`src/rtl/lb_pkg.sv`:
```
// Shared types, defaults and helpers for the load-buffer table controller.
package lb_pkg;

    localparam int LB_ENTRIES = 4;
    localparam int LB_ADDR_W  = 32;
    localparam int LB_DATA_W  = 32;

    typedef enum logic [2:0] {
        ST_IDLE,
        ST_LOOKUP,
        ST_MISS_REQ,
        ST_MISS_WAIT,
        ST_RESP
    } lb_state_e;

    // One table entry at the default widths.
    typedef struct packed {
        logic                 valid;
        logic [LB_ADDR_W-1:0] addr;
        logic [LB_DATA_W-1:0] data;
    } lb_entry_t;

    // Index width for a table of n entries; never narrower than one bit.
    function automatic int lb_idx_w(input int n);
        return (n > 1) ? $clog2(n) : 1;
    endfunction

endpackage

```
`src/rtl/lb_match.sv`:
```
// Parallel address compare over the table: lookup hit with encoded index,
// per-entry store-snoop match, and lowest-index free-entry encoder.
module lb_match #(
    parameter int ENTRIES = 4,
    parameter int ADDR_W  = 32,
    parameter int IDX_W   = 2
) (
    input  logic [ENTRIES-1:0]             valid,
    input  logic [ENTRIES-1:0][ADDR_W-1:0] addr,
    input  logic [ADDR_W-1:0]              lk_addr,
    input  logic [ADDR_W-1:0]              st_addr,
    output logic                           lk_hit,
    output logic [IDX_W-1:0]               lk_idx,
    output logic [ENTRIES-1:0]             st_hit_oh,
    output logic                           free_any,
    output logic [IDX_W-1:0]               free_idx
);

    logic [ENTRIES-1:0] lk_hit_oh;

    // Compare every entry; scanning downwards leaves the lowest index as winner.
    // NOTE: every combinational output gets a default before the loop so no path leaves it unassigned (no latch).
    always_comb begin
        lk_hit_oh = '0;
        st_hit_oh = '0;
        lk_idx    = '0;
        free_any  = 1'b0;
        free_idx  = '0;
        for (int i = ENTRIES - 1; i >= 0; i--) begin
            lk_hit_oh[i] = valid[i] && (addr[i] == lk_addr);
            st_hit_oh[i] = valid[i] && (addr[i] == st_addr);
            if (lk_hit_oh[i]) begin
                lk_idx = IDX_W'(i);
            end
            if (!valid[i]) begin
                free_any = 1'b1;
                free_idx = IDX_W'(i);
            end
        end
    end

    assign lk_hit = |lk_hit_oh;

endmodule

```
`src/rtl/lb_table_ctrl.sv`:
```
// Load-buffer controller: answers loads from a small fully-associative table,
// sequences a memory read on a miss, and keeps entries coherent with stores/flush.
module lb_table_ctrl
    import lb_pkg::*;
#(
    parameter int ENTRIES = LB_ENTRIES,
    parameter int ADDR_W  = LB_ADDR_W,
    parameter int DATA_W  = LB_DATA_W
) (
    input  logic              clock,
    input  logic              reset_n,
    input  logic              ld_req_valid,
    input  logic [ADDR_W-1:0] ld_req_addr,
    output logic              ld_req_ready,
    output logic              ld_resp_valid,
    output logic [DATA_W-1:0] ld_resp_data,
    output logic              ld_resp_hit,
    input  logic              st_valid,
    input  logic [ADDR_W-1:0] st_addr,
    input  logic              flush,
    output logic              dmem_req_valid,
    input  logic              dmem_req_ready,
    output logic [ADDR_W-1:0] dmem_req_addr,
    input  logic              dmem_resp_valid,
    input  logic [DATA_W-1:0] dmem_resp_data,
    output logic              port_lb_table_valid,
    output logic [ADDR_W-1:0] port_lb_table_addr,
    output logic [DATA_W-1:0] port_lb_table_data
);

    localparam int IDX_W = lb_idx_w(ENTRIES);

    lb_state_e                      state_q, state_d;
    logic [ADDR_W-1:0]              addr_q, addr_d;
    logic [DATA_W-1:0]              data_q, data_d;
    logic                           poison_q, poison_d;
    logic [ENTRIES-1:0]             valid_q, valid_d;
    logic [IDX_W-1:0]               rr_q, rr_d;
    logic                           obs_valid_q, obs_valid_d;
    logic [ADDR_W-1:0]              obs_addr_q, obs_addr_d;
    logic [DATA_W-1:0]              obs_data_q, obs_data_d;
    logic [IDX_W-1:0]               obs_idx_q, obs_idx_d;
    logic [ENTRIES-1:0][ADDR_W-1:0] tbl_addr_q;
    logic [DATA_W-1:0]              tbl_data_q [ENTRIES];

    logic                           lk_hit, free_any, fill_en, st_kill, miss_pending;
    logic [IDX_W-1:0]               lk_idx, free_idx, victim_idx;
    logic [ENTRIES-1:0]             st_hit_oh;

    lb_match #(
        .ENTRIES (ENTRIES),
        .ADDR_W  (ADDR_W),
        .IDX_W   (IDX_W)
    ) u_match (
        .valid     (valid_q),
        .addr      (tbl_addr_q),
        .lk_addr   (addr_q),
        .st_addr   (st_addr),
        .lk_hit    (lk_hit),
        .lk_idx    (lk_idx),
        .st_hit_oh (st_hit_oh),
        .free_any  (free_any),
        .free_idx  (free_idx)
    );

    assign ld_req_ready        = (state_q == ST_IDLE) && reset_n;
    assign dmem_req_addr       = addr_q;
    assign port_lb_table_valid = obs_valid_q;
    assign port_lb_table_addr  = obs_addr_q;
    assign port_lb_table_data  = obs_data_q;

    // Next-state, outputs, snoop/flush invalidation, fill and observation update.
    // NOTE: combinational logic uses blocking '=' so later statements see earlier updates; flops use '<=' only.
    always_comb begin
        state_d        = state_q;
        addr_d         = addr_q;
        data_d         = data_q;
        poison_d       = poison_q;
        valid_d        = valid_q;
        rr_d           = rr_q;
        obs_valid_d    = obs_valid_q;
        obs_addr_d     = obs_addr_q;
        obs_data_d     = obs_data_q;
        obs_idx_d      = obs_idx_q;
        fill_en        = 1'b0;
        ld_resp_valid  = 1'b0;
        ld_resp_hit    = 1'b0;
        ld_resp_data   = '0;
        dmem_req_valid = 1'b0;
        victim_idx     = free_any ? free_idx : rr_q;
        st_kill        = st_valid && (st_addr == addr_q);
        miss_pending   = (state_q == ST_MISS_REQ) || (state_q == ST_MISS_WAIT);

        case (state_q)
            ST_IDLE: begin
                if (ld_req_valid) begin
                    addr_d  = ld_req_addr;
                    state_d = ST_LOOKUP;
                end
            end
            ST_LOOKUP: begin
                // A same-cycle store (or flush) to the address beats the hit.
                if (lk_hit && !st_kill && !flush) begin
                    ld_resp_valid = 1'b1;
                    ld_resp_hit   = 1'b1;
                    ld_resp_data  = tbl_data_q[lk_idx];
                    state_d       = ST_IDLE;
                end else begin
                    state_d = ST_MISS_REQ;
                end
            end
            ST_MISS_REQ: begin
                dmem_req_valid = 1'b1;
                if (dmem_req_ready) begin
                    state_d = ST_MISS_WAIT;
                end
            end
            ST_MISS_WAIT: begin
                if (dmem_resp_valid) begin
                    data_d  = dmem_resp_data;
                    fill_en = !poison_q && !st_kill && !flush;
                    state_d = ST_RESP;
                end
            end
            ST_RESP: begin
                ld_resp_valid = 1'b1;
                ld_resp_data  = data_q;
                poison_d      = 1'b0;
                state_d       = ST_IDLE;
            end
            default: state_d = ST_IDLE;
        endcase

        // Data read for the outstanding miss may be stale: return it but never fill it.
        if (miss_pending && (st_kill || flush)) begin
            poison_d = 1'b1;
        end

        if (st_valid) begin
            valid_d = valid_d & ~st_hit_oh;
        end

        if (fill_en) begin
            valid_d[victim_idx] = 1'b1;
            if (!free_any) begin
                rr_d = rr_q + IDX_W'(1);
            end
        end

        if (flush) begin
            valid_d = '0;
            rr_d    = '0;
        end

        // Observation tracks the last-filled entry until that entry is invalidated.
        if (fill_en) begin
            obs_valid_d = 1'b1;
            obs_addr_d  = addr_q;
            obs_data_d  = dmem_resp_data;
            obs_idx_d   = victim_idx;
        end else begin
            obs_valid_d = obs_valid_q && valid_d[obs_idx_q];
        end
    end

    // Control state and observation registers.
    always_ff @(posedge clock or negedge reset_n) begin
        if (!reset_n) begin
            state_q     <= ST_IDLE;
            addr_q      <= '0;
            data_q      <= '0;
            poison_q    <= 1'b0;
            valid_q     <= '0;
            rr_q        <= '0;
            obs_valid_q <= 1'b0;
            obs_addr_q  <= '0;
            obs_data_q  <= '0;
            obs_idx_q   <= '0;
        end else begin
            state_q     <= state_d;
            addr_q      <= addr_d;
            data_q      <= data_d;
            poison_q    <= poison_d;
            valid_q     <= valid_d;
            rr_q        <= rr_d;
            obs_valid_q <= obs_valid_d;
            obs_addr_q  <= obs_addr_d;
            obs_data_q  <= obs_data_d;
            obs_idx_q   <= obs_idx_d;
        end
    end

    // Table payload storage, written only on a fill.
    // NOTE: the payload arrays are deliberately not reset; the reset valid bits make their contents irrelevant.
    always_ff @(posedge clock) begin
        if (fill_en) begin
            tbl_addr_q[victim_idx] <= addr_q;
            tbl_data_q[victim_idx] <= dmem_resp_data;
        end
    end

endmodule

```
`config.mk`:
```
export PLATFORM = sky130hd
export DESIGN_NAME = lb_table_ctrl
export DESIGN_NICKNAME = d
export VERILOG_FILES = /design/src/rtl/lb_pkg.sv /design/src/rtl/lb_match.sv /design/src/rtl/lb_table_ctrl.sv
export SDC_FILE = /design/constraint.sdc
export NUM_CORES = 1
export LEC_CHECK = 0
export ABC_AREA = 1
export CORE_MARGIN = 2
export CORE_UTILIZATION = 40
export CTS_CLUSTER_SIZE = 20
export DETAILED_ROUTE_END_ITERATION = 7
export GPL_ROUTABILITY_DRIVEN = 0
export SLEW_MARGIN = 20
export SYNTH_ARGS = -nofsm -noshare
export SYNTH_HDL_FRONTEND = slang
export SYNTH_SLANG_ARGS = --single-unit
```
`constraint.sdc`:
```
create_clock -name clock -period 4.5 [get_ports clock]
set_clock_uncertainty 0.2 [all_clocks]
set_input_delay 0.9 -clock clock [delete_from_list [all_inputs] [get_ports clock]]
set_output_delay 0.9 -clock clock [all_outputs]
set_load 0.01 [all_outputs]
```
==> results.ini, run 1 <==
[critical_path]
cp_common_cell = nand3_1
crit_chain = xnor2_1 > nand4_1 > nor3_2 > nand4_4 > buf_12 > nand2_8 > buf_12 > nand3_1 > nand3_1 > nand3_1 > nand2_1 > clkdlybuf4s50_1
cp_slowest_cell = clkdlybuf4s50_1
path_class = register to primary output
endpoint_kind = primary output
critPathLaunchType = register
worstPathMaxFanout = 28
crit_required_ps = 3400
arrival_ps = 3410
slowest_delay_ps = 530

[floorplanning]
ios = 236
core_um2 = 46400
rows = 79
die_width_um = 220
die-area_um2 = 48400
initial_core_util_pct = 40.3
die_h_um = 220

[synth]
async_flop_share_pct = 35.5
synth.area.top_cells = edfxtp_1, dfrtp_1, nand2_1
synthCells = 1925
yosysUniqueCellTypes = 45
syn-num-nets = 2028
synth_top_area_share_pct = 41.2
synth-seq-cells = 397
seq_area_frac_synth_pct = 60.1
synth_edf_count = 256
synth_largest_area_cell = edfxtp_1
syn-cell-area_um2 = 18700
synthFlopType = edfxtp_1
syn_area_per_cell_um2 = 9.70
synth_warnings = 0

[finish]
fin_nets = 2368
drive_above_1_share_pct = 14.7
final_util_pct = 52.9
mostFrequentLayoutCells = nand2_1, edfxtp_1, clkdlybuf4s50_1
syn2layout_area_growth_pct = 31.3
final_common_cell = nand2_1

[routing]
first_iter_violations = 1705
vias = 15700
wl_per_cell_um = 21.5
drc = 0
ant_nets = 0
totalWireLength_um = 62400
firstDrtPassIters = 7
routed_via_density = 5.39

[global_route]
grt.total_usage_pct = 25.5
grt_pass1_wl_um = 91900
grt_pass1_vias = 15000
globalRouteOverflowTotal = 0
grt_max_degree = 66
antenna_found_initial = 5

[timing]
rsz0062_at_grt = yes
setup_ws_ps = -6.54
fin_crit_sh_pct = 100
maxClockFrequency_mhz = 222
setup_viol = 1
relSlewSlack_pct = 41.2
finalHoldViolCount = 0
period_minus_slack_ps = 4510
drv_slew = 0
worst_slew_pin_slew_ps = 883
holdWs_ps = 244

[status]
status = finished with violations
violations = setup timing

[pwr]
peakVddDrop_v = 0.000423
cellPowerDensity_nw_per_um2 = 509
p_leak_nw = 10.6

[clocking]
htree_levels = 2
cts_num_sinks = 397
cts_tree = yes
cts_buffers = 45
clk_path_buf_depth = 3
cts_hold_buf = 0
clkLatencyLatePin_ps = 590
clkTransAtPathRegs_ps = 60
cts-root-buf = clkbuf_16

[placed_design]
io_buffers = 235
dp_hpwl_um = 44300

[hold_path]
hp-class = input pin to async pin

[flow_run]
cap_viol_max_count = 0

## final timing paths
check                                       start                endpoint  slack, ps  cells after the start
worst max-delay path            dmem_req_addr[30]         ld_resp_data[9]         -7                     12
worst min-delay path                      reset_n       dmem_req_addr[21]        240                      2
worst max register to register  dmem_req_addr[19]       tbl_data_q[3][26]       1230                     15
worst min register to register         data_q[12]              data_q[12]        280                      2
max in group asynchronous                 reset_n  port_lb_table_data[26]       2560                      3
min in group clock                     data_q[12]              data_q[12]        280                      2
## worst max-delay path: cells and delay by family, from the launching register on
family	cells	cell delay, ps
xor+xnor	1	390
buf+inv	3	890
flops	1	480
simple gates	8	1050
## flip-flops by register name (all words and copies together), names as in the netlist
register,flops
valid_q,4
rr_q,2
state_q,3
data_q,32
poison_q,1
dmem_req_addr,32
obs_idx_q,2
port_lb_table_addr,32
tbl_addr_q,128
port_lb_table_data,32
tbl_data_q,128
port_lb_table_valid,1
## area by class of cell
| type | count | area, um^2 |
|---|---|---|
| Tap cell | 607 | 759 |
| Fill cell | 4171 | 21800 |
| Inverter | 182 | 699 |
| Antenna cell | 2 | 5.00 |
| Timing Repair inverter | 1 | 7.51 |
| Multi-Input combinational cell | 1259 | 6510 |
| Timing Repair Buffer | 379 | 3750 |
| Clock buffer | 58 | 1220 |
| Clock inverter | 26 | 332 |
| Sequential cell | 397 | 11200 |
## synthesized netlist by cell type, drive strengths merged (2+ instances only)
cell type and count:
nor3 42, a211oi 2, nor4 3, nand3 187
dfrtp 141, clkbuf 24, edfxtp 256, clkinv 2
nor3b 3, or2 17, nor2 103, o211ai 3
o22ai 42, xor2 70, a21oi 46, nand4 39
inv 180, xnor2 36, and3 2, nand2 511
buf 64, o21ai 138, o2111ai 9
## through the flow
| stage | power, mW | setup slack [ps] | std cells | cell area (um^2) | setup TNS (ps) |
|---|---|---|---|---|---|
| floorplan | 6.48 | 741 | 1925 | 18700 | 0 |
| global placement | 8.31 | -301 | 2792 | 22300 | -8080 |
| detailed placement | 8.35 | -293 | 2792 | 22300 | -7980 |
| CTS | 12.4 | -152 | 2898 | 24200 | -2540 |
| global route | 13.0 | -161 | 2910 | 24500 | -300 |
| finish | 12.5 | -6.54 | 2911 | 24500 | -6.54 |
## logic make-up after synthesis
kind of cell	after synthesis	share of synthesized area, %
flops	397	60.1
xor+xnor	106	4.97
compound gates	244	7.20
buf+inv	270	6.52
simple gates	908	21.2
## what timing repair did
action / 4_1_cts / 5_1_grt
endpoints found under the setup margin: 34 / 34
setup buffers: 18 / 9
gates cloned: 4 / 2
hold endpoints to repair: 0 / 0
resized for setup: 66 / 58
pin swaps: 6 / 12
## power by group
| part | internal [mW] | switching, mW | leakage (nW) |
|---|---|---|---|
| combinational | 1.52 | 2.08 | 5.75 |
| sequential | 4.53 | 0.464 | 4.06 |
| clock | 2.33 | 1.55 | 0.749 |
| total | 8.38 | 4.09 | 10.6 |
## metal layers
| metal | part of all wire [%] | vias up | global-route usage [%] |
|---|---|---|---|
| met5 | 0.070 | - | 0 |
| met4 | 3.8 | 8 | 9.24 |
| met3 | 9.0 | 155 | 4.83 |
| met2 | 45 | 784 | 39.6 |
| met1 | 42 | 7572 | 35.6 |
| li1 | - | 7173 | - |
(Power assumes the default switching activity.)
==> run 2: changes to the inputs <==
==> constraint.sdc (replaced) <==
create_clock -name clock -period 3.6 [get_ports clock]
set_clock_uncertainty 0.2 [all_clocks]
set_input_delay 0.72 -clock clock [delete_from_list [all_inputs] [get_ports clock]]
set_output_delay 0.72 -clock clock [all_outputs]
set_load 0.01 [all_outputs]
==> run 2 against run 1 <==
Effect of this change: the run still ends with setup timing left; clock power grew 23%; largest power group unchanged; power increased by 31%; register-to-register slack worse by 590 ps; critical path depth up 2; largest cell class unchanged; via count grew 6.1%; combinational power is 50% higher; hold slack improved by 39 ps; count of clock-buffer cells in the layout decreased by 3.
==> results.ini, run 2 (synthesized netlist as in run 1, its figures left out) <==
[finish]
mostFrequentLayoutCells = nand2_1, buf_4, edfxtp_1
fin_nets = 2572
syn2layout_area_growth_pct = 45.3
drive_above_1_share_pct = 28.6
final_util_pct = 58.5
multiInputGateArea_um2 = 7240
design_area_um2 = 27100
final_common_cell = nand2_1
seqCellArea_um2 = 11200
fillCellCount = 3899
largest_registers = tbl_addr_q x128, tbl_data_q x128

[routing]
firstDrtPassIters = 7
vias = 16700
drc = 0
first_iter_violations = 1843
wl_per_cell_um = 21.1
totalWireLength_um = 65700
ant_nets = 0
routed_via_density = 5.34

[floorplanning]
core_um2 = 46400
die_width_um = 220
ios = 236
rows = 79
die-area_um2 = 48400
die_h_um = 220
initial_core_util_pct = 40.3

[critical_path]
crit_start = dmem_req_addr[18]
worstReg2RegStart = dmem_req_addr[16]
arrival_ps = 3160
r2r_slack_ps = 640
timing.rr.end = tbl_data_q[1][23]
critPathLaunchType = register
worstPathMaxFanout = 8
endpoint_kind = primary output
path_class = register to primary output
cp-endpoint = ld_resp_data[19]
crit_required_ps = 2680
reg2reg_depth = 16

[global_route]
antenna_found_initial = 7
grt.total_usage_pct = 26.3
grt_pass1_vias = 16000
grt_pass1_wl_um = 95200
grt_max_degree = 139
globalRouteOverflowTotal = 0

[timing]
fin_crit_sh_pct = 113
setup_viol = 34
worst_slew_pin_slew_ps = 845
period_minus_slack_ps = 4080
maxClockFrequency_mhz = 245
setup_ws_ps = -482
relSlewSlack_pct = 43.6
drv_slew = 0
rsz0062_at_grt = yes
finalHoldViolCount = 0

[placed_design]
dpl-instance-area_um2 = 23800
dp_hpwl_um = 45300
io_buffers = 235
pre_cts_ws_ps = -929

[status]
violations = setup timing
status = finished with violations

[clocking]
cts_tree = yes
cts-root-buf = clkbuf_16
clkTransAtPathRegs_ps = 60
cts_num_sinks = 397
cts_buffers = 43
clk_path_buf_depth = 3
htree_levels = 2
clkLatencyLatePin_ps = 590

[pwr]
peakVddDrop_v = 0.000430
cellPowerDensity_nw_per_um2 = 602
finalPower_mw = 16.3
p_leak_nw = 11.6

[flow_run]
cap_viol_max_count = 0

[hold_path]
hp-class = register to register
hp-start = port_lb_table_data[3]

## run 2: final cells by class
cell class                      count  share of cell area, %
Clock buffer                       55                   4.56
Clock inverter                     25                   1.07
Multi-Input combinational cell   1259                   26.7
Inverter                          182                   2.54
Sequential cell                   397                   41.4
Antenna cell                        6                 0.0553
Timing Repair Buffer              586                   20.9
Tap cell                          607                   2.80
## run 2: worst max-delay path: stages (launching register included)
cell       delay, ps
dfrtp_2          460
xnor2_1          310
o211ai_1         170
nor3_2           300
buf_4            170
nand4_4          130
nand2_4          110
buf_12           140
nand2_8          120
clkbuf_16        210
nand2_2           60
nand3_2           90
nand3_2           90
nand2_2           70
buf_6            120
## run 2: layer usage
layer / routed length (um) / share of wire [%] / vias up / track usage, %
met3: 5620 / 8.6 / 179 / 5.08
li1: - / - / 7618 / -
met1: 27300 / 42 / 7966 / 35.8
met2: 29700 / 45 / 888 / 40.8
met4: 3060 / 4.7 / 4 / 12.0
met5: 23 / 0.035 / - / 0
## run 2: through the flow
| step | std cells | hold slack, ps | TNS, ps |
|---|---|---|---|
| 2_1_floorplan | 1925 | 224 | 0 |
| 3_3_place_gp | 2970 | 267 | -40830 |
| 3_5_place_dp | 2970 | 272 | -45740 |
| 4_1_cts | 3088 | 283 | -14240 |
| 5_1_grt | 3112 | 295 | -17160 |
| 6_report | 3117 | 283 | -14180 |
## run 2: report_power, final
part	switching (mW)	internal (mW)	leakage (nW)
Combinational	2.86	2.55	6.75
Clock	1.94	2.81	0.745
Sequential	0.501	5.66	4.06
Total	5.30	11.0	11.6
## run 2: timing repair
item                                    in CTS  in global routing
hold buffers                                 1                  0
hold endpoints to repair                     3                  0
cloned                                       7                 13
resized for setup                          283                144
pin swaps                                   52                 65
endpoints found under the setup margin      34                 34
buffers inserted                            34                 13
## run 2: how the worst min path moves through the flow
stage               cells past startpoint                endpoint  slack, ps
floorplan                               0               data_q[0]        220
global placement                        2              data_q[19]        270
detailed placement                      2  port_lb_table_addr[29]        270
CTS                                     2  port_lb_table_addr[26]        280
global route                            2  port_lb_table_addr[26]        290
finish                                  2   port_lb_table_data[3]        280
==> run 3: changes to the inputs <==
--- a/config.mk
+++ b/config.mk
@@ -6,7 +6,6 @@
 export NUM_CORES = 1
 export LEC_CHECK = 0
 export ABC_AREA = 1
-export CORE_MARGIN = 2
 export CORE_UTILIZATION = 40
 export CTS_CLUSTER_SIZE = 20
 export DETAILED_ROUTE_END_ITERATION = 7
==> run 3 against run 2 <==
Effect of this change: the flow still finishes with violations (setup timing); final cell count up 0.26%; sequential share of layout area barely moved; power shrank 1.3%; non-clock buffer count up 18; clock power down 5.5%; global-route usage up 1.3 points; first-iteration DRC count down 8.3%; register-to-register slack gained 140 ps; critical endpoint is now ld_resp_data[23]; largest cell class unchanged; highest routed layer unchanged.
==> results.ini, run 3 (synthesized netlist as in run 1, its figures left out) <==
[clocking]
clkLatencyLatePin_ps = 590
htree_levels = 2
cts_tree = yes
cts_num_sinks = 397
clk_path_buf_depth = 3
clkTransAtPathRegs_ps = 60
cts-root-buf = clkbuf_16
cts_buffers = 44

[critical_path]
slowest_delay_ps = 400
path_delay_family = buffers and inverters
crit_required_ps = 2680
cp_slowest_cell = dfrtp_1
path_class = register to primary output
cp_common_cell = buf_12
cp_num_buf_inv = 7
critPathLaunchType = register
crit_chain = buf_12 > buf_12 > xnor2_4 > nand4_1 > nor3_2 > nand3_2 > o21ai_4 > buf_6 > nand3_4 > inv_6 > buf_6 > buf_12 > nand3_2 > nand3_1 > nand2_1 > clkdlybuf4s15_2
endpoint_kind = primary output
arrival_ps = 3170
worstPathMaxFanout = 7

[floorplanning]
die_width_um = 218
die-area_um2 = 47500
initial_core_util_pct = 40.9
core_um2 = 45700
rows = 78
ios = 236
die_h_um = 218

[routing]
vias = 16600
totalWireLength_um = 65700
ant_nets = 0
routed_via_density = 5.31
drc = 0
first_iter_violations = 1690
firstDrtPassIters = 5
wl_per_cell_um = 21.0

[global_route]
met3_usage_pct = 5.15
grtUsageMet2_pct = 43.7
grt_busiest_layer = met2
met1_usage_pct = 36.9
globalRouteOverflowTotal = 0
grt_max_degree = 69
grt_pass1_vias = 16700
grt.total_usage_pct = 27.7
antenna_found_initial = 3
grt_pass1_wl_um = 98700

[status]
status = finished with violations
violations = setup timing

[pwr]
p_leak_nw = 11.5
p_clk_share_pct = 27.9
intPower_mw = 10.8
p_comb_share_pct = 34.1
switching_share_pct = 32.9
p_switching_mw = 5.30
peakVddDrop_v = 0.000451
cellPowerDensity_nw_per_um2 = 595
pwr-share-seq_pct = 38.1
finalPower_mw = 16.1

[timing]
fin_crit_sh_pct = 114
worst_slew_pin_slew_ps = 915
setup_ws_ps = -490
rsz0062_at_grt = yes
period_minus_slack_ps = 4090
drv_slew = 0
setup_viol = 34
finalHoldViolCount = 0
holdWs_ps = 283
relSlewSlack_pct = 39.0
maxClockFrequency_mhz = 245

[placed_design]
pre_cts_ws_ps = -757
dpl-instance-area_um2 = 23800
dp_hpwl_um = 45600
io_buffers = 235

[finish]
mostFrequentLayoutCells = nand2_1, buf_4, edfxtp_1
drive_above_1_share_pct = 28.5
fin_nets = 2590
design_area_um2 = 27100
final_common_cell = nand2_1
syn2layout_area_growth_pct = 45.2
fillCellCount = 3881
final_util_pct = 59.3
largest_registers = tbl_addr_q x128, tbl_data_q x128

[flow_run]
cap_viol_max_count = 0

[hold_path]
hp-class = register to register

==> run 3: cell count changes in the layout (fill, tap and decap cells not counted), moves of 10 or more <==
| cell | change |
|---|---|
| buf_4 | +21 |
| nand2_4 | -11 |
| nand2_1 | +21 |
| nand2_2 | -12 |
| dlygate4sd2_1 | +10 |
==> run 3: layout make-up <==
class	count	area [um^2]	area share, %
antenna	2	5.00	0.0185
clock buffer	59	1240	4.57
clock inverter	23	201	0.743
inverter	182	693	2.56
multi-input combinational	1258	7270	26.8
sequential	397	11200	41.4
tap	600	751	2.77
timing repair buffer	604	5720	21.1
==> run 3: path summary, 6_finish.rpt <==
check | to | slack (ps) | depth (start not counted) | start
setup / recovery | ld_resp_data[23] | -490 | 16 | dmem_req_addr[2]
hold / removal | data_q[0] | 280 | 2 | data_q[0]
setup reg to reg | tbl_addr_q[127] | 780 | 13 | dmem_req_addr[9]
hold reg to reg | data_q[0] | 280 | 2 | data_q[0]
max in group asynchronous | dmem_req_addr[0] | 1390 | 4 | reset_n
min in group asynchronous | port_lb_table_addr[14] | 540 | 3 | reset_n
==> run 3: metal layers <==
layer / part of all wire [%] / wire [um]
met5: 0.023 / 15
met3: 8.2 / 5370
met4: 4.5 / 2930
met2: 46 / 30000
met1: 42 / 27400
==> run 3: worst min-delay path, cell delays in order (launching register included) <==
cell,delay (ps)
dfrtp_1,340
nand2_1,50
o21ai_0,50
==> run 3: power by group through the flow <==
stage	Clock (mW)	Combinational, mW	Sequential, mW
after floorplan	0	1.72	6.39
after global routing	4.72	5.87	6.21
final	4.49	5.49	6.14
after CTS	4.56	5.29	6.13
after global placement	0	4.92	6.19
after detailed placement	0	4.96	6.20
==> run 3: per-stage QoR <==
step / cells / setup TNS, ps
2_1_floorplan: 1925 / 0
3_3_place_gp: 2979 / -23940
3_5_place_dp: 2979 / -23940
4_1_cts: 3110 / -12950
5_1_grt: 3124 / -18020
6_report: 3125 / -14160
==> run 3: timing repair <==
item	in CTS	in global routing
gates resized for setup	351	65
buffers inserted	40	9
endpoints found under the setup margin	34	34
pin swaps	52	43
cloned	9	5
hold buffers	1	0
endpoints found under the hold margin	19	0
